==> src/rtl/dmem_ctrl_pkg.sv <==
// dmem_ctrl_pkg: shared types and constants for the data-memory controller.
// Holds FSM state enum, access-size codes, port ids and the alignment check.
package dmem_ctrl_pkg;

   typedef enum logic [1:0] {
      IDLE,
      ACCESS,
      WRITE,
      RESP
   } state_t;

   localparam logic [1:0] SZ_B = 2'd0;
   localparam logic [1:0] SZ_H = 2'd1;
   localparam logic [1:0] SZ_W = 2'd2;
   localparam logic [1:0] SZ_D = 2'd3;

   localparam logic PORT0 = 1'b0;
   localparam logic PORT1 = 1'b1;

   // true when the low address bits are not a multiple of the access size
   function automatic logic misaligned(
      input logic [2:0] a,
      input logic [1:0] sz
   );
      case (sz)
         SZ_B:    return 1'b0;
         SZ_H:    return a[0];
         SZ_W:    return |a[1:0];
         default: return |a;
      endcase
   endfunction

endpackage

==> src/rtl/dmem_ctrl_if.sv <==
// dmem_ctrl_if: bundle of both requester ports and the memory-side signals.
// slave = controller view; master = requesters plus the memory array.
interface dmem_ctrl_if #(
   parameter int AW = 64,
   parameter int DW = 64
);
   logic          req0, req1;
   logic          we0, we1;
   logic [AW-1:0] addr0, addr1;
   logic [DW-1:0] wdata0, wdata1;
   logic [1:0]    size0, size1;
   logic          uns0, uns1;
   logic          ack0, ack1;
   logic [DW-1:0] rdata;
   logic          err;
   logic [AW-1:0] mem_A;
   logic [DW-1:0] mem_WD;
   logic          mem_WE;
   logic [DW-1:0] mem_RD;

   modport slave (
      input  req0, req1, we0, we1, addr0, addr1,
      input  wdata0, wdata1, size0, size1, uns0, uns1,
      input  mem_RD,
      output ack0, ack1, rdata, err,
      output mem_A, mem_WD, mem_WE
   );

   modport master (
      output req0, req1, we0, we1, addr0, addr1,
      output wdata0, wdata1, size0, size1, uns0, uns1,
      output mem_RD,
      input  ack0, ack1, rdata, err,
      input  mem_A, mem_WD, mem_WE
   );

endinterface

==> src/rtl/dmem_lane_align.sv <==
// dmem_lane_align: combinational little-endian lane logic for 64-bit words.
// In: rd/old word, wd store data, off byte offset, size, uns. Out: ld, st.
module dmem_lane_align
   import dmem_ctrl_pkg::*;
(
   input  logic [63:0] rd,
   input  logic [63:0] old,
   input  logic [63:0] wd,
   input  logic [2:0]  off,
   input  logic [1:0]  size,
   input  logic        uns,
   output logic [63:0] ld,
   output logic [63:0] st
);

   logic [5:0]  sa;
   logic [63:0] sh;
   logic [63:0] msk;

   assign sa = {off, 3'b000};

   always_comb begin
      sh  = rd >> sa;
      ld  = sh;
      msk = '1;
      case (size)
         SZ_B: begin
            ld  = {{56{~uns & sh[7]}}, sh[7:0]};
            msk = 64'h0000_0000_0000_00ff;
         end
         SZ_H: begin
            ld  = {{48{~uns & sh[15]}}, sh[15:0]};
            msk = 64'h0000_0000_0000_ffff;
         end
         SZ_W: begin
            ld  = {{32{~uns & sh[31]}}, sh[31:0]};
            msk = 64'h0000_0000_ffff_ffff;
         end
         default: begin
            ld  = sh;
            msk = '1;
         end
      endcase
      // replace only the addressed lanes of the old word
      st = (old & ~(msk << sa)) | ((wd & msk) << sa);
   end

endmodule

==> src/rtl/dmem_ctrl.sv <==
// dmem_ctrl: two-port arbiter/aligner in front of a 64-bit single-port RAM.
// Ports: clk, rst (sync, high), bus (dmem_ctrl_if.slave). DMEM_CTRL_RR_EN = RR.
module dmem_ctrl
   import dmem_ctrl_pkg::*;
#(
   parameter int AW = 64,
   parameter int DW = 64
) (
   input logic        clk,
   input logic        rst,
   dmem_ctrl_if.slave bus
);

   state_t        state, nxt;
   logic          pid_q, we_q, uns_q;
   logic [AW-1:0] addr_q;
   logic [DW-1:0] wdata_q, merge_q, rdata_q;
   logic [1:0]    size_q;
   logic          ack0_q, ack1_q, err_q;

   logic          any, gnt1;
   logic          s_we, s_uns, s_mis;
   logic [AW-1:0] s_addr;
   logic [DW-1:0] s_wdata;
   logic [1:0]    s_size;
   logic          sub;
   logic [DW-1:0] ld_val, st_val;
   logic [AW-1:0] mem_a;
   logic [DW-1:0] mem_wd;
   logic          mem_we;

   assign any = bus.req0 | bus.req1;

`ifdef DMEM_CTRL_RR_EN
   // rr_q=1 means port 1 wins the next conflict
   logic rr_q;
   assign gnt1 = bus.req1 & (~bus.req0 | rr_q);
   always_ff @(posedge clk) begin
      if (rst)
         rr_q <= 1'b0;
      else if (state == IDLE && any)
         rr_q <= ~gnt1;
   end
`else
   assign gnt1 = bus.req1 & ~bus.req0;
`endif

   assign s_we    = gnt1 ? bus.we1    : bus.we0;
   assign s_addr  = gnt1 ? bus.addr1  : bus.addr0;
   assign s_wdata = gnt1 ? bus.wdata1 : bus.wdata0;
   assign s_size  = gnt1 ? bus.size1  : bus.size0;
   assign s_uns   = gnt1 ? bus.uns1   : bus.uns0;
   assign s_mis   = misaligned(s_addr[2:0], s_size);
   assign sub     = (size_q != SZ_D);

   dmem_lane_align u_align (
      .rd   (bus.mem_RD),
      .old  (merge_q),
      .wd   (wdata_q),
      .off  (addr_q[2:0]),
      .size (size_q),
      .uns  (uns_q),
      .ld   (ld_val),
      .st   (st_val)
   );

   always_comb begin
      nxt    = state;
      mem_a  = '0;
      mem_wd = '0;
      mem_we = 1'b0;
      case (state)
         IDLE: begin
            if (any)
               nxt = s_mis ? RESP : ACCESS;
         end
         ACCESS: begin
            mem_a = {addr_q[AW-1:3], 3'b000};
            if (we_q && !sub) begin
               mem_we = 1'b1;
               mem_wd = wdata_q;
            end
            nxt = (we_q && sub) ? WRITE : RESP;
         end
         WRITE: begin
            mem_a  = {addr_q[AW-1:3], 3'b000};
            mem_we = 1'b1;
            mem_wd = st_val;
            nxt    = RESP;
         end
         default: nxt = IDLE;
      endcase
      // reset aborts the access on the same cycle, so no write escapes
      if (rst) begin
         mem_a  = '0;
         mem_wd = '0;
         mem_we = 1'b0;
      end
   end

   always_ff @(posedge clk) begin
      if (rst) begin
         state   <= IDLE;
         pid_q   <= PORT0;
         we_q    <= 1'b0;
         uns_q   <= 1'b0;
         addr_q  <= '0;
         wdata_q <= '0;
         size_q  <= SZ_B;
         merge_q <= '0;
         rdata_q <= '0;
         ack0_q  <= 1'b0;
         ack1_q  <= 1'b0;
         err_q   <= 1'b0;
      end else begin
         state  <= nxt;
         ack0_q <= 1'b0;
         ack1_q <= 1'b0;
         err_q  <= 1'b0;
         if (state == IDLE && any) begin
            pid_q   <= gnt1;
            we_q    <= s_we;
            addr_q  <= s_addr;
            wdata_q <= s_wdata;
            size_q  <= s_size;
            uns_q   <= s_uns;
            if (s_mis) begin
               ack0_q <= ~gnt1;
               ack1_q <= gnt1;
               err_q  <= 1'b1;
            end
         end
         if (state == ACCESS) begin
            if (!we_q)
               rdata_q <= ld_val;
            else if (sub)
               merge_q <= bus.mem_RD;
         end
         if ((state == ACCESS || state == WRITE)
             && nxt == RESP) begin
            ack0_q <= ~pid_q;
            ack1_q <= pid_q;
         end
      end
   end

   assign bus.ack0   = ack0_q;
   assign bus.ack1   = ack1_q;
   assign bus.err    = err_q;
   assign bus.rdata  = rdata_q;
   assign bus.mem_A  = mem_a;
   assign bus.mem_WD = mem_wd;
   assign bus.mem_WE = mem_we;

endmodule

==> src/flat_wrapper.sv <==
// flat-port wrapper written by rule: the top's interface ports become plain ports
module dmem_ctrl_flat import dmem_ctrl_pkg::*;
#(
   parameter int AW = 64,
   parameter int DW = 64
)
  (clk, rst, bus_req0, bus_req1, bus_we0, bus_we1, bus_addr0, bus_addr1, bus_wdata0, bus_wdata1, bus_size0, bus_size1, bus_uns0, bus_uns1, bus_mem_RD, bus_ack0, bus_ack1, bus_rdata, bus_err, bus_mem_A, bus_mem_WD, bus_mem_WE);
  dmem_ctrl_if #(.AW(AW), .DW(DW)) bus_i ();
  input logic clk;
  input logic rst;
  input wire logic [$bits(bus_i.req0)-1:0] bus_req0;
  input wire logic [$bits(bus_i.req1)-1:0] bus_req1;
  input wire logic [$bits(bus_i.we0)-1:0] bus_we0;
  input wire logic [$bits(bus_i.we1)-1:0] bus_we1;
  input wire logic [$bits(bus_i.addr0)-1:0] bus_addr0;
  input wire logic [$bits(bus_i.addr1)-1:0] bus_addr1;
  input wire logic [$bits(bus_i.wdata0)-1:0] bus_wdata0;
  input wire logic [$bits(bus_i.wdata1)-1:0] bus_wdata1;
  input wire logic [$bits(bus_i.size0)-1:0] bus_size0;
  input wire logic [$bits(bus_i.size1)-1:0] bus_size1;
  input wire logic [$bits(bus_i.uns0)-1:0] bus_uns0;
  input wire logic [$bits(bus_i.uns1)-1:0] bus_uns1;
  input wire logic [$bits(bus_i.mem_RD)-1:0] bus_mem_RD;
  output wire logic [$bits(bus_i.ack0)-1:0] bus_ack0;
  output wire logic [$bits(bus_i.ack1)-1:0] bus_ack1;
  output wire logic [$bits(bus_i.rdata)-1:0] bus_rdata;
  output wire logic [$bits(bus_i.err)-1:0] bus_err;
  output wire logic [$bits(bus_i.mem_A)-1:0] bus_mem_A;
  output wire logic [$bits(bus_i.mem_WD)-1:0] bus_mem_WD;
  output wire logic [$bits(bus_i.mem_WE)-1:0] bus_mem_WE;
  assign bus_i.req0 = bus_req0;
  assign bus_i.req1 = bus_req1;
  assign bus_i.we0 = bus_we0;
  assign bus_i.we1 = bus_we1;
  assign bus_i.addr0 = bus_addr0;
  assign bus_i.addr1 = bus_addr1;
  assign bus_i.wdata0 = bus_wdata0;
  assign bus_i.wdata1 = bus_wdata1;
  assign bus_i.size0 = bus_size0;
  assign bus_i.size1 = bus_size1;
  assign bus_i.uns0 = bus_uns0;
  assign bus_i.uns1 = bus_uns1;
  assign bus_i.mem_RD = bus_mem_RD;
  assign bus_ack0 = bus_i.ack0;
  assign bus_ack1 = bus_i.ack1;
  assign bus_rdata = bus_i.rdata;
  assign bus_err = bus_i.err;
  assign bus_mem_A = bus_i.mem_A;
  assign bus_mem_WD = bus_i.mem_WD;
  assign bus_mem_WE = bus_i.mem_WE;
  dmem_ctrl #(.AW(AW), .DW(DW)) u_core (.clk(clk), .rst(rst), .bus(bus_i));
endmodule
==> config.mk <==
export PLATFORM = sky130hd
export DESIGN_NAME = dmem_ctrl_flat
export DESIGN_NICKNAME = d
export VERILOG_FILES = /design/src/rtl/dmem_ctrl_pkg.sv /design/src/rtl/dmem_ctrl_if.sv /design/src/rtl/dmem_lane_align.sv /design/src/rtl/dmem_ctrl.sv /design/src/flat_wrapper.sv
export SDC_FILE = /design/constraint.sdc
export NUM_CORES = 1
export LEC_CHECK = 0
export ABC_AREA = 1
export ABC_CLOCK_PERIOD_IN_PS = 5100
export BUFFER_PORTS_ARGS = -buffer_cell sky130_fd_sc_hd__clkbuf_2
export CAP_MARGIN = 40
export CELL_PAD_IN_SITES_DETAIL_PLACEMENT = 0
export CELL_PAD_IN_SITES_GLOBAL_PLACEMENT = 1
export CORE_MARGIN = 8
export CORE_UTILIZATION = 37
export DETAILED_ROUTE_END_ITERATION = 12
export PLACE_DENSITY_LB_ADDON = 0.1
export SLEW_MARGIN = 20
export SYNTH_ARGS = -nofsm -noshare
export SYNTH_HDL_FRONTEND = slang
export SYNTH_SLANG_ARGS = --single-unit
export TNS_END_PERCENT = 10
==> constraint.sdc <==
create_clock -name clk -period 5.1 [get_ports clk]
set_input_delay 0 -clock clk [delete_from_list [all_inputs] [get_ports clk]]
set_output_delay 0 -clock clk [all_outputs]
set_load 0.005 [all_outputs]
[Yosys cells after proc, flatten, opt, wreduce, memory -nomap -nowiden]
Index checks and enable logic that the tools add are counted.
Word-level totals
  input bits: 332
  output and inout bits: 196
  register bits after elaboration: 266
Cells by class
  reductions and logical operators: 15
  eq/ne operators: 8
  bitwise operators: 15
  muxes and demuxes: 27
  shifts and indexed selects: 3
Operators by type and width (count)
  $mux W64: 6
  $pmux W64 S3: 2
  $and A64 B64 Y64: 2
  $pmux W64 S2: 1
  $shl A64 B6 Y64: 2
  $not A64 Y64: 1
  $or A64 B64 Y64: 1
  $shr A64 B6 Y64: 1
  $mux W1: 12
  $eq A2 B2 Y1 const B: 4
  $eq A2 B1 Y1 const B: 3
  $logic_not A2 Y1: 3
  $mux W2: 3
  $not A1 Y1: 6
  $pmux W2 S3: 1
  $reduce_or A2 Y1: 3
  $and A1 B1 Y1: 4
  $logic_and A1 B1 Y1: 4
  $pmux W1 S3: 1
  $reduce_and A3 Y1: 1
  $reduce_or A3 Y1: 1
  $ne A2 B2 Y1 const B: 1
  $pmux W1 S2: 1
  $reduce_and A2 Y1: 1
  other kinds (3): 3

[Logic depth before layout (Yosys ltp)]
Gate-level depths: netlist (run 1).
  word-level depth: 11
  gate-level depth with buffers: 12
  depth with buffers taken out: 11

[Cells and area by module]
From an unflattened synthesis (run 1), not the netlist that was laid out.
Unflattened totals
  cells, all modules: 2840
  area, all modules: 17038.8 um^2
By module, submodules not included
  dmem_ctrl: area each 12284.3 um^2, times used 1, seq. area each 5325.1 um^2, cells an instance 1861
  dmem_lane_align: area each 4754.6 um^2, times used 1, seq. area each 0.0 um^2, cells an instance 979

[Worst setup path before layout (run 1)]
No wires, ideal clock.
  kind: reg2reg
  from: register u_core.state[1]
  to: register u_core.rdata_q[54], in the netlist u_core.bus.rdata[54]
  arrival: 1.549 ns
  clock period less this slack: 1.666 ns
  data required time: 4.983 ns
  setup slack: 3.434 ns
  cell stages (with the launch flop): 10
  cell sequence: dfxtp_1 -> inv_1 -> ha_1 -> nand2_1 -> inv_1 -> buf_2 -> clkbuf_1 -> o21ai_0 -> nor2_1 -> nor2_1
On the way
  cells in the longest elaborated chain, start to end: 2
RTL lines
  start: declaration: line dmem_ctrl.sv:14  | state_t state, nxt;
  start signal: assignment: line dmem_ctrl.sv:116  | state <= nxt;
  $eq A2 B1 Y1: line dmem_ctrl.sv:133  | if (state == ACCESS) begin
  $reduce_and A2 Y1 (no source line)
  end signal: assignment: line dmem_ctrl.sv:135  | rdata_q <= ld_val;
  end: declaration: line dmem_ctrl.sv:17  | logic [DW-1:0] wdata_q, merge_q, rdata_q;
No other way between the ends.
A chain may end at the register's enable or synchronous reset.

[Worst setup path in the final report (run 1)]
  from: register u_core.addr_q[1]
  to: output bus_mem_WD[51]
On the way
  cells in the longest elaborated chain, start to end: 6
  elaborated cells on any way between the ends: 7
RTL lines
  start: declaration: line dmem_ctrl.sv:16  | logic [AW-1:0] addr_q;
  start signal: assignment: line dmem_ctrl.sv:123  | addr_q <= s_addr;
  $shl A64 B6 Y64: line dmem_lane_align.sv:45  | st = (old & ~(msk << sa)) | ((wd & msk) << sa);
  $not A64 Y64: line dmem_lane_align.sv:45
  $and A64 B64 Y64: line dmem_lane_align.sv:45
  $or A64 B64 Y64 (*): line dmem_lane_align.sv:45
  $pmux W64 S2 (*): line dmem_ctrl.sv:72  | case (state)
  $mux W64 (*): line dmem_ctrl.sv:94  | if (rst) begin
  end: declaration: line flat_wrapper.sv:29  | output wire logic [$bits(bus_i.mem_WD)-1:0] bus_mem_WD;
Every way passes the cells marked *; elsewhere a longest branch is shown, timed or not.

==> results of run 1 <==
worst paths after layout:
kind,start,to,slack (ps)
max reg2reg,u_core.addr_q[1],u_core.bus.rdata[49],2040
min,bus_addr1[2],u_core.bus.ack0,40
min reg2reg,u_core.pid_q,u_core.pid_q,500
max,u_core.addr_q[1],bus_mem_WD[51],1500
area by class of cell:
cell class | instances | area [sq um] | area share
tap | 546 | 683 | 0.0295
clock buffer | 51 | 1060 | 0.0458
sequential | 266 | 5330 | 0.231
antenna | 11 | 27.5 | 0.00119
inverter | 75 | 282 | 0.0122
clock inverter | 9 | 149 | 0.00644
multi-input combinational | 2087 | 9320 | 0.403
timing repair buffer | 887 | 6280 | 0.271
routing by layer:
| metal | up-vias | part of all wire | GRT usage |
|---|---|---|---|
| li1 | 10200 | - | - |
| met1 | 10100 | 0.40 | 0.415 |
| met2 | 1116 | 0.47 | 0.563 |
| met3 | 206 | 0.078 | 0.0596 |
| met4 | 2 | 0.050 | 0.165 |
| met5 | - | 0.00015 | 0 |
sequential cells by signal, indices dropped and copies added (netlist names):
| name | count |
|---|---|
| u_core.bus.rdata | 64 |
| u_core.we_q | 1 |
| u_core.wdata_q | 64 |
| u_core.merge_q | 64 |
| u_core.addr_q | 64 |
| u_core.bus.ack1 | 1 |
| u_core.size_q | 2 |
| u_core.uns_q | 1 |
| u_core.state | 2 |
| u_core.bus.ack0 | 1 |
| u_core.pid_q | 1 |
| u_core.bus.err | 1 |
cell usage after synthesis (all sizes together):
cell type / count / share of area
conb: 1 / 0.00024
buf: 99 / 0.033
or2: 4 / 0.0016
a21oi: 123 / 0.039
nand3: 306 / 0.098
o211ai: 15 / 0.0071
a31oi: 131 / 0.052
clkinv: 3 / 0.00071
nand4: 33 / 0.013
dfxtp: 266 / 0.34
a21boi: 1 / 0.00047
ha: 4 / 0.0032
o21ai: 205 / 0.065
nand2: 952 / 0.23
nor2: 282 / 0.067
nor3: 2 / 0.00063
a211o: 1 / 0.00055
a22oi: 17 / 0.0080
o31ai: 8 / 0.0038
inv: 72 / 0.017
clkbuf: 125 / 0.030
where the power goes:
group	switching, mW	internal [mW]	leakage (nW)
registers	0.530	2.62	2.18
clock network	1.01	1.64	0.597
logic	3.63	1.79	7.83
logic make-up (layout without fill, tap and decap cells):
family                   after synthesis  after routing  share of synthesized area
AO/OA/AOI/OAI                        501            501                      0.175
adder cells (fa/ha/maj)                4              4                    0.00316
buffers and inverters                299           1022                     0.0799
flip-flops                           266            266                      0.336
other                                  1             14                   0.000236
AND/OR/NAND/NOR                     1579           1579                      0.406
tightest hold or removal path, cell delays in order:
cell,delay [ps]
clkbuf_2,80
nand2_1,90
nand2_1,60
nand2_1,60
nand2_1,50
nand2_1,60
inv_1,50
nand2_1,50
a21oi_1,50
==> summary.md, run 1 <==
| Metric | Value |
|---|---|
| Post-CTS Setup Bufs | `0` |
| # hold bufs at CTS | `332` |
| Final setup margin | `1500 ps` |
| Skew final | `12.2 ps` |
| Final Instance Area | `0.0231 sq mm` |
| Cell depth of the worst hold path | `9` |
| Clock latency on the worst-skew pair | `550 ps` |
| Post-DRT Antenna Nets | `0` |
| Area grow syn2layout | `45.9%` |
| Detailed Route WL | `88.1 mm` |
| Cells after DPL | `3529` |
| TritonCTS clock tree | `built` |
| GR Overflow Total | `0` |
| Final setup TNS | `0 ps` |
| Slew headroom | `0.384` |
| Startpoint types | `flop` |
| Synthesized area | `0.0159 sq mm` |
| Most common cell after layout, fill and taps aside | `nand2_1` |
| IO Count | `528` |
| Via-per-instance ratio | `5.49` |
| Final Hold Viols | `0` |
| Port Buffers | `524` |
| DR DRC count | `0` |
| Critical path type | `flop to output port` |
| CTS clk-pin slew, worst paths | `60 ps` |
| Maximum vdd drop | `0.242 mV` |
| Initial antenna violation count | `12` |
| Non-filler cells, final | `3932` |
| DP Area | `0.0186 sq mm` |
| Site Rows | `76` |
| GRT Resource Usage Total | `0.337` |
| Initial Util | `0.371` |
| Status | `finished, final reports clean` |
| Achievable frequency | `278 MHz` |
| Commonest non-fill, non-tap cells in the layout | `nand2_1 (947), clkbuf_2 (523), dlygate4sd3_1 (332)` |
| First-pass GRT wire length | `131 mm` |
| Pre-CTS setup slack | `2070 ps` |
| Finished Core Util | `0.542` |
| Layout cell share with drive strength beyond 1 | `0.189` |
| Number of global-route vias before repair | `21200` |
| Die area | `0.0497 sq mm` |
| Post-layout nets | `3688` |
| CTS sink count | `266` |
| Stages on worst setup path | `11` |
| Static leakage | `10.6 nW` |
| Most frequent cell on the critical path | `nand2_1` |
| Critical path required time | `5100 ps` |
| Slew Viols, Final | `0` |
| Die X-Extent | `223 microns` |
| DRT iter0 DRCs | `2354` |
| CP delay by family, top | `buffers and inverters` |
| Distinct cells, synth | `30` |
| Final period util | `0.706` |
| Max-cap violation count | `0` |
| CTS Buffer Depth | `3` |
| Filler Cell Count | `4363` |
| Arrival @ worst endpoint | `3600 ps` |
| Clock root buffer | `clkbuf_16` |
| Syn avg cell area | `5.98 sq um` |
| Post_cts resized | `0` |
| Pwr Density | `485 mW/mm^2` |
| Ys Warns | `0` |
| Hpwl dp | `64.4 mm` |
| Number of synthesized register bits | `266` |
| Synthesized instance count | `2650` |
| Worst Hold Class | `input port to flop` |
| Final weighted congestion in routability-driven placement | `0.996` |
| Worst R2R Path Depth | `10` |
| Pre-Repair DR Iteration Count | `6` |
| Core Area | `0.0427 sq mm` |
| CP endpoint kind | `output port` |
| CP Buf/Inv Count | `5` |
| Worst-Margin Slew | `924 ps` |
| Maximum fanout along the worst path | `38` |
| Fin crit period | `3600 ps` |
| Min Hold Slack | `44.7 ps` |
| CTS buffer count | `35` |
| Avg WL per Cell | `22.4 microns` |
| Htree depth | `2` |
| Final setup viols | `0` |
| Slowest stage delay, CP | `520 ps` |
| Pwr Total | `11.2 mW` |
| RSZ-0062 raised after global routing | `false` |
| Die height | `223 microns` |
| Crit path cell chain | `buf_4 -> inv_2 -> buf_4 -> nand2_1 -> clkinv_1 -> nand2_1 -> nand3_1 -> nand3_1 -> nand2_1 -> a21oi_1 -> clkbuf_2` |
| Total number of vias | `21600` |
| Largest net degree at the start of global routing | `103` |
| Seq/Total Area, Yosys | `0.336` |
| Slowest CP cell | `clkinv_1` |
Power figures use the tool's default switching activity.
==> run 2, diff against run 1 <==
ABC_CLOCK_PERIOD_IN_PS = 3100   (was 5100)
CORE_UTILIZATION = 31   (was 37)
clock period = 3.1 ns   (was 5.1 ns; I/O delays follow)
==> run 2 against run 1 <==
Against the previous run: sequential cell count is the same; critical path depth shrank 3; worst hold slack gained 2.9 ps; global-route usage shrank 4.6 points; via count shrank 1.0%; utilization shrank 8.0 points; die area grew 18%; sequential share of layout area shrank 0.40 points; first-iteration DRC count shrank 23%; clock skew grew 12 ps; critical endpoint is now bus_mem_WD[42]; largest power group unchanged.
==> summary.md, run 2 (synthesis gave the netlist of run 1 again) <==
| Metric | Value |
|---|---|
| Status | `finished, final reports clean (unchanged)` |
| Maximum fanout along the worst path | `46 (was 38)` |
| GRT Resource Usage Total | `0.291 (was 0.337)` |
| Post-DRT Antenna Nets | `0 (unchanged)` |
| Achievable frequency | `342 MHz` |
| Most frequent cell on the critical path | `nand3_1 (was nand2_1)` |
| Slowest CP cell | `dfxtp_4 (was clkinv_1)` |
| HP Start | `bus_addr0[2] (was bus_addr1[2])` |
| Min Hold Slack | `47.6 ps (was 44.7 ps)` |
| Skew final | `24.5 ps (was 12.2 ps)` |
| DRT iter0 DRCs | `1805 (was 2354)` |
| RSZ-0062 raised after global routing | `false (unchanged)` |
| Final setup TNS | `0 ps (unchanged)` |
| CTS buffer count | `36 (was 35)` |
| Maximum vdd drop | `0.601 mV (was 0.242 mV)` |
| Detailed Route WL | `90.1 mm (was 88.1 mm)` |
| Core Area | `0.0510 sq mm (was 0.0427 sq mm)` |
| Die height | `242 microns (was 223 microns)` |
| Final period util | `0.944` |
| Initial antenna violation count | `8 (was 12)` |
| Htree depth | `2 (unchanged)` |
| CTS sink count | `266 (unchanged)` |
| CTS Buffer Depth | `3 (unchanged)` |
| Arrival @ worst endpoint | `2930 ps (was 3600 ps)` |
| Critical path type | `flop to output port (unchanged)` |
| Layout cell share with drive strength beyond 1 | `0.195 (was 0.189)` |
| Final Hold Viols | `0 (unchanged)` |
| Crit. Startpoint | `u_core.addr_q[0] (was u_core.addr_q[1])` |
| Pre-Repair DR Iteration Count | `5 (was 6)` |
| Final setup viols | `0 (unchanged)` |
| CP endpoint kind | `output port (unchanged)` |
| Pwr Density | `797 mW/mm^2 (was 485 mW/mm^2)` |
| Avg WL per Cell | `22.0 microns (was 22.4 microns)` |
| Pwr Total | `18.8 mW (was 11.2 mW)` |
| DR DRC count | `0 (unchanged)` |
| Post-layout nets | `3708 (was 3688)` |
| Clock root buffer | `clkbuf_16 (unchanged)` |
| Total number of vias | `21400 (was 21600)` |
| Slowest stage delay, CP | `630 ps (was 520 ps)` |
| Static leakage | `10.7 nW (was 10.6 nW)` |
| Startpoint types | `flop (unchanged)` |
| Crit path cell chain | `buf_4 -> nand4_1 -> nand3_1 -> nand3_1 -> nand3_1 -> nand2_1 -> a21oi_1 -> clkbuf_2 (was buf_4 -> inv_2 -> buf_4 -> nand2_1 -> clkinv_1 -> nand2_1 -> nand3_1 -> nand3_1 -> nand2_1 -> a21oi_1 -> clkbuf_2)` |
| Worst-Margin Slew | `996 ps (was 924 ps)` |
| Clock latency on the worst-skew pair | `560 ps (was 550 ps)` |
| Die area | `0.0587 sq mm (was 0.0497 sq mm)` |
| Initial Util | `0.311 (was 0.371)` |
| Port Buffers | `524 (unchanged)` |
| Most common cell after layout, fill and taps aside | `nand2_1 (unchanged)` |
| Slew Viols, Final | `0 (unchanged)` |
| Final weighted congestion in routability-driven placement | `0.934 (was 0.996)` |
| Worst Hold Class | `input port to flop (unchanged)` |
| Hpwl dp | `67.7 mm (was 64.4 mm)` |
| Post_cts resized | `0 (unchanged)` |
| Area grow syn2layout | `48.4% (was 45.9%)` |
| Die X-Extent | `242 microns (was 223 microns)` |
| Max-cap violation count | `0 (unchanged)` |
| TritonCTS clock tree | `built (unchanged)` |
| Largest net degree at the start of global routing | `207 (was 103)` |
| GR Overflow Total | `0 (unchanged)` |
| IO Count | `528 (unchanged)` |
| Slew headroom | `0.336 (was 0.384)` |
| Critical path required time | `3100 ps (was 5100 ps)` |
| Via-per-instance ratio | `5.23 (was 5.49)` |
| CTS clk-pin slew, worst paths | `60 ps (about the same)` |
| First-pass GRT wire length | `133 mm (was 131 mm)` |
| Site Rows | `83 (was 76)` |
| Critical R2R Launch | `u_core.state[1] (was u_core.addr_q[1])` |
| Number of global-route vias before repair | `21500 (was 21200)` |
| Commonest non-fill, non-tap cells in the layout | `nand2_1 (947), clkbuf_2 (523), dlygate4sd3_1 (330) (was nand2_1 (947), clkbuf_2 (523), dlygate4sd3_1 (332))` |
| Fin crit period | `2930 ps` |
-- run 2: area by class of cell --
type / count / area (sq um)
Sequential cell: 266 / 5330
Inverter: 75 / 282
Clock buffer: 52 / 1060
Fill cell: 5488 / 27400
Clock inverter: 13 / 215
Tap cell: 680 / 851
Multi-Input combinational cell: 2087 / 9320
Timing Repair Buffer: 906 / 6460
Antenna cell: 8 / 20.0
-- run 2: report_power, final --
part	leakage, nW	switching (mW)	internal (mW)
combinational	7.94	5.96	3.07
sequential	2.18	0.880	4.31
clock	0.624	1.73	2.81
total	10.7	8.57	10.2
-- run 2: critical path: cells and delay by family (launching register included) --
| kind | cells | cell delay, ps |
|---|---|---|
| and+or+nand+nor | 5 | 630 |
| AOI/OAI and AO/OA | 1 | 360 |
| buffers and inverters | 2 | 710 |
| DFF | 1 | 630 |
-- run 2: worst paths after layout --
path,endpoint,slack [ps],cells past startpoint
worst max-delay path,bus_mem_WD[42],170,8
worst min-delay path,u_core.bus.ack1,50,8
worst max register to register,u_core.wdata_q[22],360,8
worst min register to register,u_core.bus.rdata[7],500,2
-- run 2: repair_timing --
item,CTS,global route
hold buffers,330,0
buffers inserted,0,0
endpoints found under the hold margin,200,0
-- run 2: per-stage QoR --
step	utilization	std cells	area [sq um]	setup slack [ps]
global route	0.462	4085	23500	28.5
CTS	0.461	4079	23500	165
floorplan	-	2652	15900	1430
finish	0.462	4087	23500	173
global placement	0.371	3684	18900	571
detailed placement	0.371	3684	18900	502
-- run 2: layer usage --
metal	track usage	wire length [microns]	part of all wire	vias up
li1	-	-	-	10200
met1	0.347	36400	0.40	10200
met2	0.508	44300	0.49	776
met3	0.0575	5790	0.064	154
met4	0.119	3620	0.040	0
met5	0	0	0	-
==> run 3, diff against run 2 <==
CORE_UTILIZATION = 32   (was 31)
CTS_BUF_LIST = sky130_fd_sc_hd__clkbuf_4   (was not set)
HOLD_SLACK_MARGIN = 0.06   (was not set)
==> run 3 against run 2 <==
Against the previous run: utilization is 10 points higher; sequential cell count unchanged; clock power is 21% lower; final area increased by 17%; maximum frequency down 2.1%; via count is 13% higher; combinational power rose by 11%; critical endpoint unchanged; critical path depth is the same; non-clock buffer count increased by 403; worst hold slack improved by 110 ps.
==> summary.md, run 3 (synthesis gave the netlist of run 1 again) <==
| Metric | Value |
|---|---|
| Clk pwr share | `0.190 (was 0.242)` |
| DR DRC count | `0 (unchanged)` |
| Maximum fanout along the worst path | `35 (was 46)` |
| Core Area | `0.0490 sq mm (was 0.0510 sq mm)` |
| Arrival @ worst endpoint | `2990 ps (was 2930 ps)` |
| Number of global-route vias before repair | `24700 (was 21500)` |
| CP endpoint kind | `output port (unchanged)` |
| CTS buffer count | `81 (was 36)` |
| Post-layout nets | `4157 (was 3708)` |
| Final period util | `0.965 (was 0.944)` |
| Startpoint types | `flop (unchanged)` |
| Post-DRT Antenna Nets | `0 (unchanged)` |
| Achievable frequency | `334 MHz (was 342 MHz)` |
| Htree depth | `3 (was 2)` |
| Die X-Extent | `239 microns (was 242 microns)` |
| Commonest non-fill, non-tap cells in the layout | `nand2_1 (946), dlygate4sd3_1 (728), clkbuf_2 (523) (was nand2_1 (947), clkbuf_2 (523), dlygate4sd3_1 (330))` |
| Total number of vias | `24200 (was 21400)` |
| Hpwl dp | `67.6 mm (was 67.7 mm)` |
| DRT iter0 DRCs | `2260 (was 1805)` |
| Fin crit period | `2990 ps (was 2930 ps)` |
| Initial antenna violation count | `11 (was 8)` |
| Cells after DPL | `3671 (was 3684)` |
| TritonCTS clock tree | `built (unchanged)` |
| Worst-Margin Slew | `1080 ps (was 996 ps)` |
| Clock root buffer | `clkbuf_4 (was clkbuf_16)` |
| GRT Resource Usage Total | `0.341 (was 0.291)` |
| Maximum vdd drop | `0.593 mV (was 0.601 mV)` |
| Worst Hold Class | `input port to flop (unchanged)` |
| Final setup viols | `0 (unchanged)` |
| Non-filler cells, final | `4569 (was 4087)` |
| Initial Util | `0.324 (was 0.311)` |
| Min Hold Slack | `153 ps (was 47.6 ps)` |
| CTS Buffer Depth | `3 (unchanged)` |
| Critical path type | `flop to output port (unchanged)` |
| Seq pwr share | `0.277 (about the same)` |
| Avg WL per Cell | `22.2 microns (was 22.0 microns)` |
| Max-cap violation count | `0 (unchanged)` |
| Static leakage | `12.5 nW (was 10.7 nW)` |
| Psw | `9.12 mW (was 8.57 mW)` |
| Finished Core Util | `0.561 (was 0.462)` |
| Final Hold Viols | `0 (unchanged)` |
| Logic pwr share | `0.532 (was 0.481)` |
| Area grow syn2layout | `73.3% (was 48.4%)` |
| Detailed Route WL | `101 mm (was 90.1 mm)` |
| Die area | `0.0569 sq mm (was 0.0587 sq mm)` |
| Via-per-instance ratio | `5.31 (was 5.23)` |
| RSZ-0062 raised after global routing | `true (was false)` |
| Pwr Density | `687 mW/mm^2 (was 797 mW/mm^2)` |
| Layout cell share with drive strength beyond 1 | `0.191 (was 0.195)` |
| Clock latency on the worst-skew pair | `840 ps (was 560 ps)` |
| Sw Ratio | `0.483 (was 0.457)` |
| Int Power | `9.76 mW (was 10.2 mW)` |
| Critical path required time | `3100 ps (about the same)` |
| Slew Viols, Final | `0 (unchanged)` |
| Port Buffers | `524 (unchanged)` |
| Status | `finished, final reports clean (unchanged)` |
| Final weighted congestion in routability-driven placement | `0.941 (was 0.934)` |
| IO Count | `528 (unchanged)` |
| Slew headroom | `0.283 (was 0.336)` |
| Most common cell after layout, fill and taps aside | `nand2_1 (unchanged)` |
| CTS clk-pin slew, worst paths | `60 ps (about the same)` |
| CTS sink count | `266 (unchanged)` |
| Skew final | `60.1 ps (was 24.5 ps)` |
| Pre-Repair DR Iteration Count | `6 (was 5)` |
| GR Overflow Total | `0 (unchanged)` |
| Largest net degree at the start of global routing | `207 (unchanged)` |
| Site Rows | `81 (was 83)` |
| First-pass GRT wire length | `150 mm (was 133 mm)` |
| Die height | `239 microns (was 242 microns)` |
## run 3: cell count changes in the layout (fill, tap and decap cells not counted), sizes merged
cell,delta
clkbuf,+64
clkinv,+23
buf,+4
clkinvlp,+5
dlygate4sd3,+398
inv,-3
diode,+11
bufinv,-4
## run 3: metal layers
metal  part of all wire  vias up  GRT usage
li1                   -    11200          -
met3              0.077      355     0.0766
met5                  0        -          0
met2               0.48     1266      0.569
met4              0.063        0      0.205
met1               0.38    11400      0.395
## run 3: path summary, 6_finish.rpt
check	from	endpoint	slack, ps	cells after the start
max reg2reg	u_core.state[1]	u_core.addr_q[60]	120	9
min reg2reg	u_core.pid_q	u_core.pid_q	510	2
min	bus_mem_RD[13]	u_core.merge_q[13]	150	4
max	u_core.addr_q[0]	bus_mem_WD[42]	110	8
## run 3: repair_timing
action                                 in CTS  in global routing
cloned                                      1                  1
setup endpoints to repair                  41                 49
gates resized for setup                     5                 15
hold buffers                              728                  0
pin swaps                                   0                  1
setup buffers                               1                  0
endpoints found under the hold margin     266                  0
## run 3: layout make-up
type,count,area [sq um]
Antenna cell,19,47.5
Timing Repair Buffer,1309,10600
Inverter,75,293
Timing Repair inverter,1,5.00
Clock inverter,33,179
Multi-Input combinational cell,2087,9360
Tap cell,664,831
Fill cell,4684,21500
Sequential cell,266,5340
Clock buffer,115,863
## run 3: power groups by stage
| stage | combinational, mW | sequential (mW) | clock (mW) |
|---|---|---|---|
| floorplan | 5.29 | 4.82 | 0 |
| global placement | 8.43 | 5.21 | 0 |
| detailed placement | 8.41 | 5.22 | 0 |
| CTS | 9.73 | 5.17 | 3.63 |
| global route | 10.9 | 5.30 | 3.86 |
| finish | 10.0 | 5.24 | 3.59 |
## run 3: worst max-delay path, cell delays in order, from the launching register on
cell and delay [ps]:
dfxtp_4 530, buf_4 440, nand4_1 260, nand3_1 160, nand3_1 90, nand3_1 110, nand2_1 60, a21oi_1 300
clkbuf_2 180
## run 3: stage by stage
stage	total power, mW	area [sq um]	TNS, ps	setup slack [ps]
global route	20.0	27500	-526	-76.1
CTS	18.5	27400	0	3.37
floorplan	10.1	15900	0	1430
finish	18.9	27500	0	110
global placement	13.6	19000	0	676
detailed placement	13.6	19000	0	690
